## src/rtl/dualrail_srlatch_bank_pkg.sv

```systemverilog
// srlatch_dr_pkg: FSM states, rail codes, S=R=1 resolution modes and the per-channel next-state rule.
package srlatch_dr_pkg;
  typedef enum logic [2:0] {IDLE, EVAL, DRIVE, WAIT_NULL, RTZ} fsm_t;
  localparam logic [1:0] NULL = 2'b00;
  localparam logic [1:0] ZERO = 2'b01;
  localparam logic [1:0] ONE  = 2'b10;
  localparam logic [1:0] ILL  = 2'b11;
  localparam int HOLD = 0;
  localparam int SET_DOM = 1;
  localparam int RST_DOM = 2;
  function automatic logic next_state(input logic s, r, cur, input int mode);
    return (s ^ r) ? s : (!s || mode == HOLD) ? cur : mode == SET_DOM ? 1'b1 : mode == RST_DOM ? 1'b0 : cur;
  endfunction
endpackage

```

## src/rtl/dualrail_srlatch_bank_completion.sv

```systemverilog
// dr_completion: completion detection (all valid / all null / per-pair illegal) over W dual-rail pairs.
module dr_completion import srlatch_dr_pkg::*; #(
  parameter int W = 2
) (
  input  logic [W-1:0] t,
  input  logic [W-1:0] f,
  output logic         all_valid,
  output logic         all_null,
  output logic [W-1:0] ill
);
  logic [W-1:0] v, z;
  for (genvar i = 0; i < W; i++) begin : g
    assign v[i] = {t[i], f[i]} == ZERO || {t[i], f[i]} == ONE;
    assign z[i] = {t[i], f[i]} == NULL;
    assign ill[i] = {t[i], f[i]} == ILL;
  end
  assign all_valid = &v;
  assign all_null = &z;
endmodule

```

## src/rtl/dualrail_srlatch_bank.sv

```systemverilog
// dualrail_srlatch_bank: N dual-rail SR latch channels sharing one four-phase return-to-zero handshake.
module dualrail_srlatch_bank import srlatch_dr_pkg::*; #(
  parameter int   N          = 4,
  parameter int   EVAL_DLY   = 5,
  parameter int   NULL_DLY   = 5,
  parameter int   BOTH_MODE  = 0,
  parameter logic INIT_STATE = 1'b0
) (
  input  logic         clk,
  input  logic         reset,
  input  logic [N-1:0] s_t,
  input  logic [N-1:0] s_f,
  input  logic [N-1:0] r_t,
  input  logic [N-1:0] r_f,
  output logic [N-1:0] q_t,
  output logic [N-1:0] q_f,
  output logic [N-1:0] state_o,
  output logic         busy,
  output logic         err,
  output logic [N-1:0] err_ch
);
  localparam int CW = $clog2((EVAL_DLY > NULL_DLY ? EVAL_DLY : NULL_DLY) + 1);
  localparam logic [CW-1:0] EMAX = CW'(EVAL_DLY);
  localparam logic [CW-1:0] NMAX = CW'(NULL_DLY);
  fsm_t st;
  logic [CW-1:0] cnt;
  logic [N-1:0] snap_s, snap_r, nxt;
  logic all_valid, all_null, same;
  logic [2*N-1:0] ill;
  dr_completion #(.W(2*N)) u_comp (
    .t(({r_t, s_t})),
    .f(({r_f, s_f})),
    .all_valid(all_valid),
    .all_null(all_null),
    .ill(ill)
  );
  assign same = {s_t, r_t} == {snap_s, snap_r};
  assign busy = st != IDLE;
  always_comb begin
    nxt = state_o;
    for (int i = 0; i < N; i++) nxt[i] = next_state(s_t[i], r_t[i], state_o[i], BOTH_MODE);
  end
  // q is registered on entry to DRIVE and RTZ, so each is a one-cycle bookkeeping state.
  always_ff @(posedge clk) begin
    if (reset) begin
      st <= IDLE;
      cnt <= '0;
      q_t <= '0;
      q_f <= '0;
      state_o <= {N{INIT_STATE}};
      err <= 1'b0;
      err_ch <= '0;
      snap_s <= '0;
      snap_r <= '0;
    end else begin
      err <= err | (|ill);
      err_ch <= err_ch | ill[N-1:0] | ill[2*N-1:N];
      case (st)
        IDLE: if (all_valid) begin
          st <= EVAL;
          cnt <= CW'(1);
          snap_s <= s_t;
          snap_r <= r_t;
        end
        EVAL: if (!all_valid) begin
          st <= IDLE;
          cnt <= '0;
        end else if (!same) begin
          cnt <= CW'(1);
          snap_s <= s_t;
          snap_r <= r_t;
        end else if (cnt == EMAX) begin
          st <= DRIVE;
          cnt <= '0;
          state_o <= nxt;
          q_t <= nxt;
          q_f <= ~nxt;
        end else cnt <= cnt + 1'b1;
        DRIVE: st <= WAIT_NULL;
        WAIT_NULL: if (!all_null) cnt <= '0;
        else if (cnt == NMAX) begin
          st <= RTZ;
          cnt <= '0;
          q_t <= '0;
          q_f <= '0;
        end else cnt <= cnt + 1'b1;
        RTZ: st <= IDLE;
        default: st <= IDLE;
      endcase
    end
  end
endmodule

```

## config.mk

```make
export PLATFORM = sky130hd
export DESIGN_NAME = dualrail_srlatch_bank
export DESIGN_NICKNAME = d
export VERILOG_FILES = /design/src/rtl/dualrail_srlatch_bank_pkg.sv /design/src/rtl/dualrail_srlatch_bank_completion.sv /design/src/rtl/dualrail_srlatch_bank.sv
export SDC_FILE = /design/constraint.sdc
export NUM_CORES = 1
export LEC_CHECK = 0
export ABC_AREA = 1
export CORE_ASPECT_RATIO = 0.8
export CORE_MARGIN = 8
export CORE_UTILIZATION = 41
export DETAILED_ROUTE_END_ITERATION = 8
export PLACE_DENSITY = 0.68
export SKIP_LAST_GASP = 1
export SLEW_MARGIN = 5
export SYNTH_ARGS = -nofsm -noshare
export SYNTH_HDL_FRONTEND = slang
export SYNTH_SLANG_ARGS = --single-unit
```

## constraint.sdc

```tcl
create_clock -name clk -period 2.2 [get_ports clk]
set_input_delay 0.22 -clock clk [delete_from_list [all_inputs] [get_ports clk]]
set_output_delay 0.22 -clock clk [all_outputs]
set_load 0.02 [all_outputs]
```

==> run_results.csv <==
group,metric,value,unit
worst_hold_path,hold_class,"register to register",
worst_setup_path,r2r_slack,0.72,ns
synth,synth_edf_count,0,
synth,ys_warn_count,0,
cts,clk_latency,0.28,ns
detailed_routing,routed_wl,4580,um
worst_hold_path,hold_start,"err_ch[0]",
pwr,total_leakage_power,1.22,nW
detailed_routing,wl_per_cell,11.7,um
sta,slew_viol_final,0,
detailed_routing,drt_iter0_drc,86,
detailed_routing,ant_nets,0,
sta,worst_pin_slew,0.670,ns
cts,postCtsHoldBufs,0,
place,portBuffers,35,
synth,avgSynthCellArea,6.98,um^2
sta,skew,0.00173,ns
cts,cts_resized,0,
cts,cts_inserted_buffers,5,
worst_hold_path,hold_depth,2,
die,dieWidth,93.6,um
cts,postCtsSetupBuffers,0,
synth,synthFlopType,"dfxtp_1",
cts,clock-sinks,31,
place,globalplace.congestion,0.918,
worst_setup_path,path_cells,"clkdlybuf4s50_1, inv_1, ha_1, nand2_1, nor2_1, nand2_1, inv_1, nand3_1, nand2_2, nand2_4, nor2_1, nor2_1",
sta,fin_tns_setup,0,ns
status,outcome,"finished clean",
global_route,grt_max_degree,24,
die,initial_core_util,0.427,
die,die_area,7310,um^2
detailed_routing,dr_total_vias,1784,
place,dp_hpwl,3710,um
sta,maxSlewHeadroom,0.553,
synth,synth_nets,317,
sta,setup_violations,0,
cts,cts_max_level,2,
detailed_routing,vias_per_cell,4.55,
cts,clk_pin_slew,0.06,ns
synth,synthTopCellsByArea,"dfxtp_1 (31%), nand2_1 (11%), ha_1 (10%)",
finish,fin_area,2550,um^2
worst_setup_path,reg2reg_to,"q_t[1]",
finish,drive_gt1_frac,0.120,
detailed_routing,first_pass_iters,4,
sta,rsz0062_at_grt,"no",
pwr,vdd_drop_max,292,uV
global_route,grt_usage,0.132,
sta,max_freq,519,MHz
worst_setup_path,crit_arrival,2.11,ns
worst_hold_path,holdPathEnd,"err_ch[0]",
worst_setup_path,worstSetupPathType,"input pin to register",
worst_setup_path,rr_startpoint,"cnt[0]",
global_route,grt_pass1_wl,7840,um
finish,nNetsFinal,365,
place,dpl_cell_area,2450,um^2
die,rows,22,
job,cap_viol_max_count,0,
worst_setup_path,crit_top_cell,"nor2_1",
cts,cts_buffer_depth,2,
detailed_routing,drc,0,
pwr,p_per_area,487,nW/um^2
synth,synth_cells,283,
synth,async_flop_share,0,
cts,root_buffer,"clkbuf_8",
worst_setup_path,critPathMaxFanout,9,
worst_setup_path,max_stage_delay,0.48,ns
global_route,gr-total-overflow,0,
die,core_area,4620,um^2
synth,netlist_area,1970,um^2
cts,cts_tree,"done",
synth,ys_ff_latch,31,
synth,seq_area_frac_synth,0.314,
global_route,antenna_found_initial,0,
worst_setup_path,critPathSlowestCell,"clkdlybuf4s50_1",
die,ioPinCount,36,
synth,synth.distinct_cells,31,
worst_setup_path,startpoint_type,"input pin",
worst_setup_path,crit_path_end_kind,"register",
synth,yosys.area.top_type_share,0.314,
worst_setup_path,reg2reg_depth,6,
finish,areaGrowthSynthToFinish,29.2,%
sta,finalCritPeriodShare,0.876,
worst_setup_path,critPathRequiredTime,2.38,ns
global_route,grt_pass1_vias,1729,
sta,final_hold_viol_count,0,
finish,n_antenna_cell,0,
die,die_h,78.1,um
sta,min_period,1.93,ns
synth,yosys.area.top_type,"dfxtp_1",
-- worst max-delay path, delay by kind of cell --
kind,cells,cell delay (ns)
AND/OR/NAND/NOR,8,0.90
buffers and inverters,3,0.69
adder cells (fa/ha/maj),1,0.29
-- metal layers --
layer  wire length [um]  share of wire  GRT usage
met1               2390           0.52      0.181
met2               1800           0.39      0.193
met3                338          0.074     0.0390
met4                 48          0.010     0.0427
met5                  0              0          0
-- sequential cells by signal, summed over array words and instances, names as in the netlist --
| signal | count |
|---|---|
| err_ch | 4 |
| q_f | 4 |
| q_t | 4 |
| snap_r | 4 |
| snap_s | 4 |
| state_o | 4 |
| cnt | 3 |
| st | 3 |
| err | 1 |
-- kinds of logic after synthesis --
kind of cell,after synthesis,synth area share
and+or+nand+nor,142,0.347
buffers and inverters,50,0.106
AOI/OAI and AO/OA,40,0.113
DFF,31,0.314
adders and majority gates,16,0.101
xor gates and xnor gates,4,0.0177
-- power by group --
| part | internal, mW | leakage, nW | switching, mW | total [mW] |
|---|---|---|---|---|
| Clock | 0.285 | 0.0515 | 0.210 | 0.496 |
| Combinational | 0.0830 | 0.914 | 0.0888 | 0.172 |
| Sequential | 0.570 | 0.251 | 0.00452 | 0.575 |
-- worst max path at each step --
| stage | from | to |
|---|---|---|
| floorplan | s_t[1] | q_f[1] |
| global placement | s_t[1] | q_t[1] |
| detailed placement | r_t[1] | q_t[1] |
| CTS | r_t[1] | q_t[1] |
| global route | r_t[1] | q_t[1] |
| finish | r_t[1] | q_t[1] |
-- final cells by class --
class	instances	area, um^2
well taps	60	75.1
inverters	46	186
repair buffers	45	425
clock buffers	8	100
flip-flops and latches	31	621
fillers	448	2070
multi-input cells	202	1140
-- metrics by stage --
stage	util	instances	total power [mW]	hold WS [ns]	setup slack (ns)
final	0.552	392	1.24	0.449	0.273
after global routing	0.552	392	1.31	0.478	0.0907
after CTS	0.552	392	1.26	0.451	0.310
after detailed placement	0.530	384	0.760	0.441	0.0134
after global placement	0.530	384	0.757	0.439	0.0491
after floorplan	-	283	0.670	0.354	0.772
-- Yosys cell counts (4+ instances only) --
cell,instances
xnor2_1,4
o21a_1,4
nand2_2,4
nand2_4,4
dfxtp_1,31
nor2_4,4
a21oi_1,14
nor2_1,51
nand3_1,9
nand2_1,57
o21ai_1,9
nor3_1,6
ha_1,16
inv_1,42
o21ai_0,9
-- layout by cell type (no fill, tap or decap) --
cell             count
ha_1                16
nor2_1              51
clkinv_8             1
a21o_1               1
o21a_1               4
buf_4               10
nor2_4               4
o211ai_1             1
nor2_8               1
nand2_4              4
a21oi_1             14
and3_1               1
a41oi_1              1
inv_2                2
o21ai_2              1
nand3_2              2
nand2_1             57
nand2_2              4
inv_1               42
xnor2_1              4
nand2_8              1
nand3_1              9
nand3_4              1
clkbuf_1             1
nor3_1               6
clkinv_2             1
o21ai_0              9
or2_2                1
dfxtp_1             31
clkdlybuf4s50_1     35
o21ai_1              9
clkbuf_8             7
Power figures use the tool's default switching activity.
